### src/rtl/cdb_pkg.sv
// Shared types and constants for the common-data-bus broadcast arbiter.
// Default bus widths, functional-unit source indices and the bus entry layout.
package cdb_pkg;

    localparam int CDB_WIDTH = 31;
    localparam int CDB_ROB   = 2;

    localparam int SRC_ALU    = 0;
    localparam int SRC_BRANCH = 1;
    localparam int SRC_MEM    = 2;

    typedef struct packed {
        logic [CDB_ROB:0]          rob;
        logic signed [CDB_WIDTH:0] result;
    } cdb_entry_t;

    // Single-step modulo for round-robin indices; idx is always below 2*n.
    function automatic int rr_wrap(input int idx, input int n);
        return (idx >= n) ? idx - n : idx;
    endfunction

endpackage

### src/rtl/cdb_src_fifo.sv
// Per-unit result buffer: DEPTH-entry circular FIFO with occupancy count and flush.
// Push is ignored when full, pop is ignored when empty, and flush overrides both.
module cdb_src_fifo
    import cdb_pkg::*;
#(
    parameter int W     = 35,
    parameter int DEPTH = 2,
    localparam int PTR_W = $clog2(DEPTH),
    localparam int CNT_W = $clog2(DEPTH + 1)
) (
    input  logic             clk,
    input  logic             rst_n,
    input  logic             flush_i,
    input  logic             push_i,
    input  logic             pop_i,
    input  logic [W-1:0]     data_i,
    output logic [W-1:0]     head_o,
    output logic [CNT_W-1:0] count_o
);

    logic [W-1:0]     mem_q [DEPTH];
    logic [PTR_W-1:0] rd_q, rd_d;
    logic [PTR_W-1:0] wr_q, wr_d;
    logic [CNT_W-1:0] count_q, count_d;
    logic             do_push, do_pop;

    assign do_push = push_i && (count_q != CNT_W'(DEPTH)) && !flush_i;
    assign do_pop  = pop_i && (count_q != '0) && !flush_i;

    // DEPTH is a power of two, so the pointers wrap by plain overflow.
    always_comb begin
        rd_d    = rd_q;
        wr_d    = wr_q;
        count_d = count_q;
        if (flush_i) begin
            rd_d    = '0;
            wr_d    = '0;
            count_d = '0;
        end else begin
            if (do_push) wr_d = wr_q + 1'b1;
            if (do_pop)  rd_d = rd_q + 1'b1;
            case ({do_push, do_pop})
                2'b10:   count_d = count_q + 1'b1;
                2'b01:   count_d = count_q - 1'b1;
                default: count_d = count_q;
            endcase
        end
    end

    always_ff @(posedge clk or negedge rst_n) begin
        if (!rst_n) begin
            rd_q    <= '0;
            wr_q    <= '0;
            count_q <= '0;
        end else begin
            rd_q    <= rd_d;
            wr_q    <= wr_d;
            count_q <= count_d;
        end
    end

    always_ff @(posedge clk) begin
        if (do_push) mem_q[wr_q] <= data_i;
    end

    assign head_o  = mem_q[rd_q];
    assign count_o = count_q;

endmodule

### src/rtl/cdb_broadcast_arbiter.sv
// Common data bus producer: buffers functional-unit results and broadcasts one per cycle
// under round-robin arbitration. Optional same-cycle bypass of empty buffers: CDB_BYPASS_EN.
module cdb_broadcast_arbiter
    import cdb_pkg::*;
#(
    parameter int WIDTH = CDB_WIDTH,
    parameter int ROB   = CDB_ROB,
    parameter int SRC   = 3,
    parameter int DEPTH = 2,
    localparam int SRC_W = (SRC > 1) ? $clog2(SRC) : 1
) (
    input  logic                     clk,
    input  logic                     globalResetN,
    input  logic                     clear,
    input  logic                     validCommit,
    input  logic [SRC-1:0]           unitValid,
    input  logic [SRC*(ROB+1)-1:0]   unitRob,
    input  logic [SRC*(WIDTH+1)-1:0] unitResult,
    output logic [SRC-1:0]           unitReady,
    output logic                     validBroadcast,
    output logic [ROB:0]             robEntry,
    output logic signed [WIDTH:0]    result,
    output logic [SRC_W-1:0]         broadcastSrc
);

    localparam int ENT_W = ROB + WIDTH + 2;
    localparam int CNT_W = $clog2(DEPTH + 1);

    logic                 flush;
    logic [ENT_W-1:0]     in_ent [SRC];
    logic [ENT_W-1:0]     head   [SRC];
    logic [CNT_W-1:0]     cnt    [SRC];
    logic [SRC-1:0]       nonempty, cand, push, pop;

    logic                 win_found;
    logic [SRC_W-1:0]     win_idx, probe;
    logic [ENT_W-1:0]     win_ent;

    logic                 valid_q, valid_d;
    logic [ROB:0]         rob_q, rob_d;
    logic signed [WIDTH:0] res_q, res_d;
    logic [SRC_W-1:0]     src_q, src_d;
    logic [SRC_W-1:0]     rr_q, rr_d;

    assign flush = clear & validCommit;

    // Handshake: a unit's result transfers on any edge where unitValid[i] & unitReady[i];
    // ready depends only on registered occupancy and flush, and a unit holds its
    // valid/data stable while ready is low.
    for (genvar g = 0; g < SRC; g++) begin : g_src
        assign in_ent[g]    = {unitRob[g*(ROB+1) +: ROB+1], unitResult[g*(WIDTH+1) +: WIDTH+1]};
        assign nonempty[g]  = (cnt[g] != '0);
        assign unitReady[g] = (cnt[g] < CNT_W'(DEPTH)) && !flush;

        cdb_src_fifo #(
            .W     (ENT_W),
            .DEPTH (DEPTH)
        ) u_fifo (
            .clk     (clk),
            .rst_n   (globalResetN),
            .flush_i (flush),
            .push_i  (push[g]),
            .pop_i   (pop[g]),
            .data_i  (in_ent[g]),
            .head_o  (head[g]),
            .count_o (cnt[g])
        );
    end

`ifdef CDB_BYPASS_EN
    assign cand = nonempty | (unitValid & unitReady);
`else
    assign cand = nonempty;
`endif

    // Descending scan: the last hit is the first candidate at or after rr_q.
    always_comb begin
        win_found = 1'b0;
        win_idx   = '0;
        probe     = '0;
        for (int k = SRC - 1; k >= 0; k--) begin
            probe = SRC_W'(rr_wrap(int'(rr_q) + k, SRC));
            if (cand[probe]) begin
                win_found = 1'b1;
                win_idx   = probe;
            end
        end
    end

    always_comb begin
        win_ent = head[win_idx];
`ifdef CDB_BYPASS_EN
        if (!nonempty[win_idx]) win_ent = in_ent[win_idx];
`endif
    end

    always_comb begin
        push = '0;
        pop  = '0;
        for (int i = 0; i < SRC; i++) begin
            push[i] = unitValid[i] & unitReady[i];
            pop[i]  = win_found & (win_idx == SRC_W'(i)) & nonempty[i] & ~flush;
`ifdef CDB_BYPASS_EN
            // A bypass winner goes straight to the bus and never occupies its buffer.
            if (win_found && (win_idx == SRC_W'(i)) && !nonempty[i]) push[i] = 1'b0;
`endif
        end
    end

    always_comb begin
        valid_d = 1'b0;
        rob_d   = rob_q;
        res_d   = res_q;
        src_d   = src_q;
        rr_d    = rr_q;
        if (win_found && !flush) begin
            valid_d = 1'b1;
            rob_d   = win_ent[ENT_W-1 -: ROB+1];
            res_d   = win_ent[WIDTH:0];
            src_d   = win_idx;
            rr_d    = (win_idx == SRC_W'(SRC - 1)) ? '0 : win_idx + 1'b1;
        end
    end

    always_ff @(posedge clk or negedge globalResetN) begin
        if (!globalResetN) begin
            valid_q <= 1'b0;
            rob_q   <= '0;
            res_q   <= '0;
            src_q   <= '0;
            rr_q    <= '0;
        end else begin
            valid_q <= valid_d;
            rob_q   <= rob_d;
            res_q   <= res_d;
            src_q   <= src_d;
            rr_q    <= rr_d;
        end
    end

    assign validBroadcast = valid_q;
    assign robEntry       = rob_q;
    assign result         = res_q;
    assign broadcastSrc   = src_q;

endmodule

### config.mk
export PLATFORM = sky130hd
export DESIGN_NAME = cdb_broadcast_arbiter
export DESIGN_NICKNAME = d
export VERILOG_FILES = /design/src/rtl/cdb_pkg.sv /design/src/rtl/cdb_src_fifo.sv /design/src/rtl/cdb_broadcast_arbiter.sv
export SDC_FILE = /design/constraint.sdc
export NUM_CORES = 1
export LEC_CHECK = 0
export CORE_ASPECT_RATIO = 0.75
export CORE_MARGIN = 10
export CORE_UTILIZATION = 40
export DETAILED_ROUTE_END_ITERATION = 16
export DONT_BUFFER_PORTS = 1
export GPL_ROUTABILITY_DRIVEN = 0
export PLACE_DENSITY = 0.53
export SYNTH_ARGS = -nofsm -noshare
export SYNTH_HDL_FRONTEND = slang
export SYNTH_SLANG_ARGS = --single-unit
### constraint.sdc
create_clock -name clk -period 6.4 [get_ports clk]
set_input_delay 1.28 -clock clk [delete_from_list [all_inputs] [get_ports clk]]
set_output_delay 1.28 -clock clk [all_outputs]
set_load 0.01 [all_outputs]
==> run metrics, run 1 <==
Fillers=2252; top cells by area, synth=edfxtp_1 (61%), dfrtp_1 (12%), mux2i_1 (6.7%), mux2_2 (3.6%), a22o_1 (2.8%); Main synth FF type=edfxtp_1; hpwl dp=16.95 mm; CP max stage delay=430 ps; Peak supply drop=0.3082 mV; area post-placement=0.01072 mm2; crit-path leading delay family=simple AND/OR/NAND/NOR gates; antenna violation net count after detailed routing=0; CTS clk-pin slew, worst paths=60 ps; Die H=159.8 um; drt pass-1 iters=4; Post-Syn Area per Cell=16.11 um2; most frequent cells after synthesis=edfxtp_1 (210), mux2i_1 (70), dfrtp_1 (52); Final Critical Period=3304 ps; CP Class=input pin to primary output; Tot GR Track Use=0.1478; CTS tree=done; die extent in x=206.4 um; setup bufs post-CTS=0; Mapped Area=0.01042 mm2; clk_skew=12.58 ps; Num CTS Buffers=26; Slew HR=0.2261; initial antenna violation count=2; synth warn=0; Synth async-reset ratio=0.1985; unrepaired setup endpoints after global routing=no; Ant. Diodes=0; period utilization=0.5162; final-stage net count=749; Critical Path RT=5120 ps; Max Cap Viol=0; Synth Area in Adders=0.002401; Crit. path cell count=2; CP Cell Sequence=and2_1 -> nor2_1; core area=0.02578 mm2; Setup Total Neg Slack=0 ps; leakage power=3.909 nW; vias in the first global route=5788; Pwr per Cell Area=537.8 mW/mm2; Post-synth EDFFs=210; Crit Path Max Fanout=15; status=finished, final reports clean; io pins=153; setup violators final=0; routed vias/inst=5.397; #FFs+latches synth=262; CTS resizes=0; total number of vias=5392; routed length per placed instance=24.84 um; Worst-Margin Slew=1161 ps; Max stage delay cell, worst path=nor2_1; Max Freq=0.3027 GHz; GRT overflow=0; library cells used by synthesis=44; Cells after Synth=647; first-pass GRT wire length=36.83 mm; simple-gate area share of the yosys netlist=0.02593; PortBufs=0; min setup slack post-route=3096 ps; drt initial violations=242; XOR/XNOR Fraction of Synth Area=0.005882; largest net degree at the start of global routing=86; area delta synth->final=11.21%; cell taking the most area after synthesis=edfxtp_1; CP Capture Type=primary output; Root Buffer=clkbuf_16; Initial Util=0.4043; Worst-Skew Late Latency=530 ps; post-synth top area share=0.6050; fraction of layout cells with a size suffix above 1=0.1435; final instance area=0.01159 mm2; die area=0.03298 mm2; Site Rows=51; CTS H-Tree Depth=1; register area share after synthesis=0.7299; # DRC=0; post-cts hold buffer count=0; CTS sink cnt=262; mux share of post-synthesis cell area=0.1029; largest family of logic cells by synthesized area=compound AO/OA/AOI/OAI gates; Synth Area in Compound Gates=0.1107; final hold violation count=0; Setup crit start kind=input pin; DP Worst Slack=2877 ps; clock buffer depth=3; CP Data Arrival Time=2020 ps; r2r worst-path depth=7; net count after synthesis=761; Worst Path Buf+Inv=0; worst hold path type=input pin to asynchronous set/reset pin; most numerous cell in the Yosys netlist=edfxtp_1; count of pins over their slew limit=0; total routed wirelength=24.81 mm
-- cells by family after synthesis --
group                      Yosys count
DFF                                262
adders and majority gates            2
and+or+nand+nor                     54
muxes                              103
xor gates and xnor gates             7
buffers and inverters               47
AOI/OAI and AO/OA                  172
-- power breakdown --
part	leakage, nW	switching (W)	internal (W)
Combinational	0.912	0.00123	0.000792
Sequential	2.57	0.000394	0.00228
Clock	0.430	0.000629	0.000917
-- cell usage in the layout, fill, tap and decap left out, types with 4 or more instances in the layout --
cell	n
clkbuf_1	6
xnor2_1	4
mux2_2	33
nand2_1	12
clkbuf_8	4
o211ai_1	36
or3_1	4
o21ai_1	41
dfrtp_1	49
nor2_1	10
o21ai_0	4
a22o_1	33
nor2b_1	5
nand3_1	5
clkbuf_16	26
edfxtp_1	210
buf_4	4
a21oi_1	44
clkinv_2	4
mux2i_1	70
-- path summary, 6_finish.rpt --
check	startpoint	end	slack, ps
worst max-delay path	clear	unitReady[1]	3100
worst min-delay path	globalResetN	result[7]	450
worst max register to register	rr_q[0]	result[18]	3570
worst min register to register	broadcastSrc[1]	broadcastSrc[1]	550
max in group asynchronous	globalResetN	result[27]	5850
min in group clk	broadcastSrc[1]	broadcastSrc[1]	550
-- stage by stage --
| stage | utilization | cells | total power, W | hold slack (ps) |
|---|---|---|---|---|
| 6_report | 0.4496 | 999 | 0.006234 | 447.2 |
| 5_1_grt | 0.4496 | 999 | 0.006633 | 416.8 |
| 4_1_cts | 0.4496 | 999 | 0.006338 | 415.7 |
| 3_5_place_dp | 0.4157 | 951 | 0.004779 | 553.6 |
| 3_3_place_gp | 0.4157 | 951 | 0.004704 | 549.3 |
| 2_1_floorplan | - | 647 | 0.004155 | 511.6 |
-- final cells by class --
cell class | count | area [um2] | share of cell area
tap | 344 | 430.4 | 0.03713
timing repair buffer | 4 | 30.03 | 0.002591
sequential | 262 | 7611 | 0.6566
clock buffer | 36 | 728.2 | 0.06282
multi-input combinational | 338 | 2634 | 0.2272
inverter | 3 | 11.26 | 0.0009715
clock inverter | 12 | 146.4 | 0.01263
-- sequential cells by signal, indices dropped and copies added, names as in the netlist --
register / count
broadcastSrc: 2
g_src.u_fifo.count_o: 6
g_src.u_fifo.mem_q: 210
g_src.u_fifo.rd_q: 3
g_src.u_fifo.wr_q: 3
result: 32
robEntry: 3
rr_q: 2
validBroadcast: 1
-- per-layer routing --
| metal | GRT usage | vias to the layer above | share of wire |
|---|---|---|---|
| met1 | 0.1627 | 2690 | 0.36 |
| met3 | 0.06996 | 37 | 0.11 |
| met4 | 0.03873 | 2 | 0.025 |
| li1 | - | 2510 | - |
| met5 | 0 | - | 0.00081 |
| met2 | 0.2504 | 153 | 0.50 |
Note: power is estimated with default switching activity, not from simulation.
==> inputs of run 2 (changes only) <==
clock period = 3.05 ns   (was 6.4 ns; I/O delays follow)
==> run 2 against run 1 <==
  * Flip-flop and latch count unchanged
  * Highest routed layer unchanged
  * Worst setup slack got worse by 2600 ps
  * Wire length is 0.64% higher
  * Largest cell class unchanged
==> run metrics, run 2 (synthesis results as in run 1) <==
total number of vias=5587 (was 5392); area of the multi-input gates=0.002634 mm2 (unchanged); critical hold path startpoint=unitResult[58]; Max Cap Viol=0 (unchanged); Slew HR=0.4297 (was 0.2261); count of pins over their slew limit=0 (unchanged); PortBufs=0 (unchanged); Max stage delay cell, worst path=ha_1 (was nor2_1); reg2reg setup slack=450 ps (was 3570 ps); Max Freq=0.3852 GHz; # DRC=0 (unchanged); Final Critical Period=2596 ps; Peak supply drop=0.5668 mV (was 0.3082 mV); worst hold path type=input pin to register (was input pin to asynchronous set/reset pin); Setup Total Neg Slack=0 ps (unchanged); Critical Path RT=3520 ps (was 5120 ps); CP Class=register to register (was input pin to primary output); Die H=159.8 um (unchanged); Top reg by flops=g_src.u_fifo.mem_q (unchanged); commonest non-fill, non-tap cell in the layout=edfxtp_1 (unchanged); Crit. path cell count=8 (was 2); hpwl dp=17.38 mm (was 16.95 mm); GRT overflow=0 (unchanged); area delta synth->final=12.58% (was 11.21%); leakage power=3.981 nW (was 3.909 nW); Worst-Margin Slew=855.5 ps (was 1161 ps); CP Data Arrival Time=3070 ps (was 2020 ps); Tot GR Track Use=0.1495 (was 0.1478); CP Capture Type=register (was primary output); CP Cell Sequence=inv_1 -> ha_1 -> nor2_1 -> a221oi_4 -> nand2_2 -> buf_4 -> o211ai_1 -> a22o_1 (was and2_1 -> nor2_1); die area=0.03298 mm2 (unchanged); total routed wirelength=24.97 mm (was 24.81 mm); routed vias/inst=5.510 (was 5.397); CTS sink cnt=262 (unchanged); final-stage net count=762 (was 749); Setup crit start kind=register (was input pin); CTS clk-pin slew, worst paths=60 ps (about the same); CTS resizes=0 (unchanged); Setup crit start=rr_q[0] (was clear); max reg flops=210 (unchanged); Site Rows=51 (unchanged); Crit Path Max Fanout=27 (was 15); final hold violation count=0 (unchanged); Final Util=0.4552 (was 0.4496); io pins=153 (unchanged); setup bufs post-CTS=0 (unchanged); Worst Path Buf+Inv=2 (was 0); initial antenna violation count=3 (was 2); r2r endpoint=result[6] (was result[18]); die extent in x=206.4 um (unchanged); Fillers=2275 (was 2252); crit-path leading delay family=compound AO/OA/AOI/OAI gates (was simple AND/OR/NAND/NOR gates); status=finished, final reports clean (unchanged); CP max stage delay=480 ps (was 430 ps); Initial Util=0.4043 (unchanged); core area=0.02578 mm2 (unchanged); period utilization=0.8511; Num CTS Buffers=26 (unchanged); r2r worst-path depth=8 (was 7); Root Buffer=clkbuf_16 (unchanged); CTS tree=done (unchanged); clk_skew=12.09 ps (was 12.58 ps); drt pass-1 iters=4 (unchanged); largest net degree at the start of global routing=86 (unchanged); unrepaired setup endpoints after global routing=no (unchanged); first-pass GRT wire length=37.01 mm (was 36.83 mm); RR Startpoint=rr_q[0] (unchanged); Worst-Skew Late Latency=540 ps (was 530 ps); Pwr per Cell Area=1118 mW/mm2 (was 537.8 mW/mm2); Worst Setup EP=result[6] (was unitReady[1]); CTS H-Tree Depth=1 (unchanged); clock buffer depth=3 (unchanged); fraction of layout cells with a size suffix above 1=0.1587 (was 0.1435); antenna violation net count after detailed routing=0 (unchanged); routed length per placed instance=24.63 um (was 24.84 um); vias in the first global route=5870 (was 5788); most frequent cells in the layout=edfxtp_1 (210), mux2i_1 (70), dfrtp_1 (49) (unchanged); drt initial violations=341 (was 242); setup violators final=0 (unchanged); Reg area=0.007611 mm2 (unchanged)
==> run 2: cell types whose count changed in the layout (fill, tap and decap cells not counted), moves of 2 or more <==
cell and delta:
clkinv_1 -2, buf_4 +9, clkbuf_8 -2, buf_12 +2, clkbuf_1 +2, diode_2 +2
clkinvlp_4 +2
==> run 2: worst register-to-register path, cell delays in order, from the launching register on <==
cell and delay (ps):
dfrtp_1 380, inv_1 100, ha_1 480, nor2_1 190, a221oi_4 390, nand2_2 230
buf_4 290, o211ai_1 310, a22o_1 170
==> run 2: report_power, final <==
part           internal, W  switching (W)  leakage (nW)
Sequential         0.00477       0.000746          2.57
Combinational      0.00174        0.00264         0.993
Clock              0.00193        0.00130         0.420
==> run 2: through the flow <==
step	worst slack (ps)	hold WS [ps]	cells	power, W	instance area, um2
2_1_floorplan	191.0	314.4	647	0.008718	10430
3_3_place_gp	525.0	316.6	962	0.009907	10820
3_5_place_dp	428.1	317.1	962	0.01005	10820
4_1_cts	405.2	138.8	1012	0.01334	11730
5_1_grt	217.1	134.9	1012	0.01398	11730
6_report	454.3	165.8	1014	0.01312	11730
==> run 2: layer usage <==
metal  vias to the layer above  GRT usage  wire length (um)
met4                         4    0.03939               609
met5                         -          0                32
met3                        42    0.07481              2633
li1                       2539          -                 -
met2                       150     0.2572             12780
met1                      2852     0.1585              8914
==> run 2: worst min path at each step <==
stage / slack [ps] / cells past startpoint / end
4_1_cts: 140 / 0 / g_src[1].u_fifo.mem_q[1][26]
3_5_place_dp: 320 / 0 / result[16]
5_1_grt: 130 / 0 / g_src[1].u_fifo.mem_q[0][27]
3_3_place_gp: 320 / 0 / result[17]
6_report: 170 / 0 / g_src[1].u_fifo.mem_q[1][26]
2_1_floorplan: 310 / 0 / broadcastSrc[0]
==> run 2: final cells by class <==
class,instances,share of cell area
Timing Repair Buffer,17,0.01493
Sequential cell,262,0.6486
Clock buffer,37,0.06249
Multi-Input combinational cell,338,0.2245
Clock inverter,11,0.01141
Tap cell,344,0.03668
Antenna cell,2,0.0004265
Inverter,3,0.0009597
==> run 2: repair_timing <==
item,in CTS,in global routing
endpoints found under the hold margin,52,0
hold buffers,2,0
endpoints found under the setup margin,0,0
==> variant, RTL diff (settings of run 2) <==
`res_q` no longer has a reset.
--- a/src/rtl/cdb_broadcast_arbiter.sv
+++ b/src/rtl/cdb_broadcast_arbiter.sv
@@ -126,16 +126,18 @@
         if (!globalResetN) begin
             valid_q <= 1'b0;
             rob_q   <= '0;
-            res_q   <= '0;
             src_q   <= '0;
             rr_q    <= '0;
         end else begin
             valid_q <= valid_d;
             rob_q   <= rob_d;
-            res_q   <= res_d;
             src_q   <= src_d;
             rr_q    <= rr_d;
         end
+    end
+
+    always_ff @(posedge clk) begin
+        res_q <= res_d;
     end
 
     assign validBroadcast = valid_q;
Behaviour: differs if globalResetN is asserted again (counterexample within 4 cycles, from zero or initial values and one cycle with globalResetN low); with globalResetN held inactive, the same outputs for 4 cycles.
==> variant against run 2 <==
Power fell by 0.57%; worst setup slack got worse by 0.030 ns; final area rose by 1.5%; non-clock buffer count rose by 7; sequential cell count did not move; sequential share of layout area rose by 0.41 points; worst hold slack improved by 0.0027 ns; area after synthesis rose by 1.0%; wire length rose by 0.79%; first-iteration DRC count fell by 20%.
==> variant: results (changes against run 2) <==
Global route
  – GRT Total Usage: 0.147 (-0.00248)
  – Antenna violations before repair: 0 (-3)
  – Vias in the first global route: 5668 (-3.4%)
  – First-pass GRT wire length: 37500 um (+1.3%)
  – Largest net degree at the start of global routing: 53 (-38%)

Clocking
  – Hold-fix buffers, CTS: 1 (-1)
  – Max Root-Sink Buffers: 3 (unchanged)
  – Depth of the CTS H-tree: 1 (unchanged)
  – Clk_lat worst skew: 0.53 ns
  – TritonCTS Buffers: 27 (+3.8%)

Critical path
  – Crit-path max cell delay: 0.41 ns (-0.07 ns)
  – Family with the most delay on the worst path: compound AO/OA/AOI/OAI gates
  – Crit path DAT: 2.91 ns (-0.16 ns)
  – Crit Path Max Fanout: 25 (-7.4%)

Finish
  – Fillers: 2308 (+1.5%)
  – Ant. Diodes: 0 (-2)
  – Final nets: 766 (+0.52%)
  – Max FFs per register: 210 (unchanged)
  – Share of cells above drive strength 1: 0.220 (+0.0616)

Power and ir drop
  – P_leak: 3.85 nW (-3.4%)
  – P_int: 8.59 mW (+1.8%)
  – Peak supply drop: 460 uV (-19%)

Place
  – Pre-CTS setup slack: 0.433 ns (+0.00521 ns)
  – Post-DP HPWL: 17400 um (+0.20%)
  – Buffers on Ports: 0 (unchanged)

Route
  – Vias: 5397 (-3.4%)
  – 1st-iter DRT viols: 274 (-20%)
  – WL/cell: 24.8 um (+0.59%)

Synthesis
  – Synth area leaders: edfxtp_1 69%, dfrtp_1 4.8%, mux2_2 3.7%, mux2i_1 3.6%, a21oi_1 3.5%
  – Syn Nets: 755 (-0.79%)
  – Netlist cell types: 46 (+4.5%)
  – Top cells by count, synth: 242 x edfxtp_1, 73 x a21oi_1, 38 x mux2i_1, 35 x mux2_2, 35 x nor2b_1
  – Most used DFF post-synth: edfxtp_1
  – Sequential share of the synthesized area: 0.738 (+0.00801)
  – Fraction of registers with async set/reset: 0.0763 (-0.122)
  – Count of flip-flops with a built-in enable after synthesis: 242 (+15%)

Status
  – Status: completed

Timing
  – Pin slew with the least headroom to its limit: 1.02 ns (+0.166 ns)
  – Clock skew: 0.0244 ns (+0.0123 ns)

Worst hold path
  – Min-delay worst type: input pin to register
-- variant: cell count changes in the layout (fill, tap and decap cells not counted), moves of 8 or more --
cell      before  now
o21ai_1       41    0
a22o_1        33    1
dfrtp_1       49   17
edfxtp_1     210  242
mux2i_1       70   38
o211ai_1      36    5
a211oi_1       2   32
nor2b_1        5   35
nor3_2         0   30
a21oi_1       44   73
o21ai_0        4   12
-- variant: stage by stage --
stage | instance area (um2) | instances | utilization
after floorplan | 10500 | 641 | -
after global placement | 11000 | 966 | 0.424
after detailed placement | 11000 | 966 | 0.424
after CTS | 11900 | 1016 | 0.460
after global routing | 11900 | 1016 | 0.460
final | 11900 | 1016 | 0.460
-- variant: area by class of cell --
cell class,instances,share of cell area
clock buffers,29,0.0574
clock inverters,20,0.0191
inverters,3,0.000946
multi-input cells,334,0.212
flip-flops and latches,262,0.653
well taps,344,0.0362
repair buffers,24,0.0216
-- variant: worst paths after layout --
path,start,to,slack (ns),cells past startpoint
max,rr_q[0]$_DFFE_PN0P_,result[21]$_DFFE_PP_,0.42,8
min,unitResult[47],g_src[1].u_fifo.mem_q[0][15]$_DFFE_PP_,0.17,0
max reg2reg,rr_q[0]$_DFFE_PN0P_,result[21]$_DFFE_PP_,0.42,8
min reg2reg,rr_q[1]$_DFFE_PN0P_,rr_q[1]$_DFFE_PN0P_,0.53,1
max in group asynchronous,globalResetN,g_src[1].u_fifo.rd_q$_DFFE_PN0P_,1.68,1
min in group asynchronous,globalResetN,rr_q[0]$_DFFE_PN0P_,0.69,1
-- variant: power by group through the flow --
stage | clock network [mW] | logic, mW | registers (mW)
6_report | 3.37 | 3.96 | 5.72
5_1_grt | 3.62 | 4.38 | 5.83
4_1_cts | 3.45 | 4.04 | 5.76
3_5_place_dp | 0 | 4.04 | 5.83
3_3_place_gp | 0 | 3.93 | 5.81
2_1_floorplan | 0 | 3.18 | 5.47
-- variant: worst register-to-register path, delay by kind of cell (launching register included) --
family | cells | cell delay (ns)
AO/OA/AOI/OAI | 4 | 0.98
adder cells (fa/ha/maj) | 1 | 0.42
flip-flops | 1 | 0.35
buffers and inverters | 2 | 0.33
AND/OR/NAND/NOR | 1 | 0.31
-- variant: cell families (layout without fill, tap and decap cells) --
group / Yosys count / after routing / share of synthesized area
fa+ha+maj: 2 / 2 / 0.00238
simple gates: 113 / 113 / 0.0722
flops: 262 / 262 / 0.738
mux: 73 / 73 / 0.0736
xor+xnor: 7 / 7 / 0.00582
buf+inv: 45 / 76 / 0.0263
compound gates: 139 / 139 / 0.0819
-- variant: per-layer routing --
layer | up-vias | share of wire | track usage
met4 | 0 | 0.015 | 0.0278
met2 | 156 | 0.48 | 0.244
met3 | 26 | 0.10 | 0.0700
li1 | 2506 | - | -
met5 | - | 0 | 0
met1 | 2709 | 0.40 | 0.171
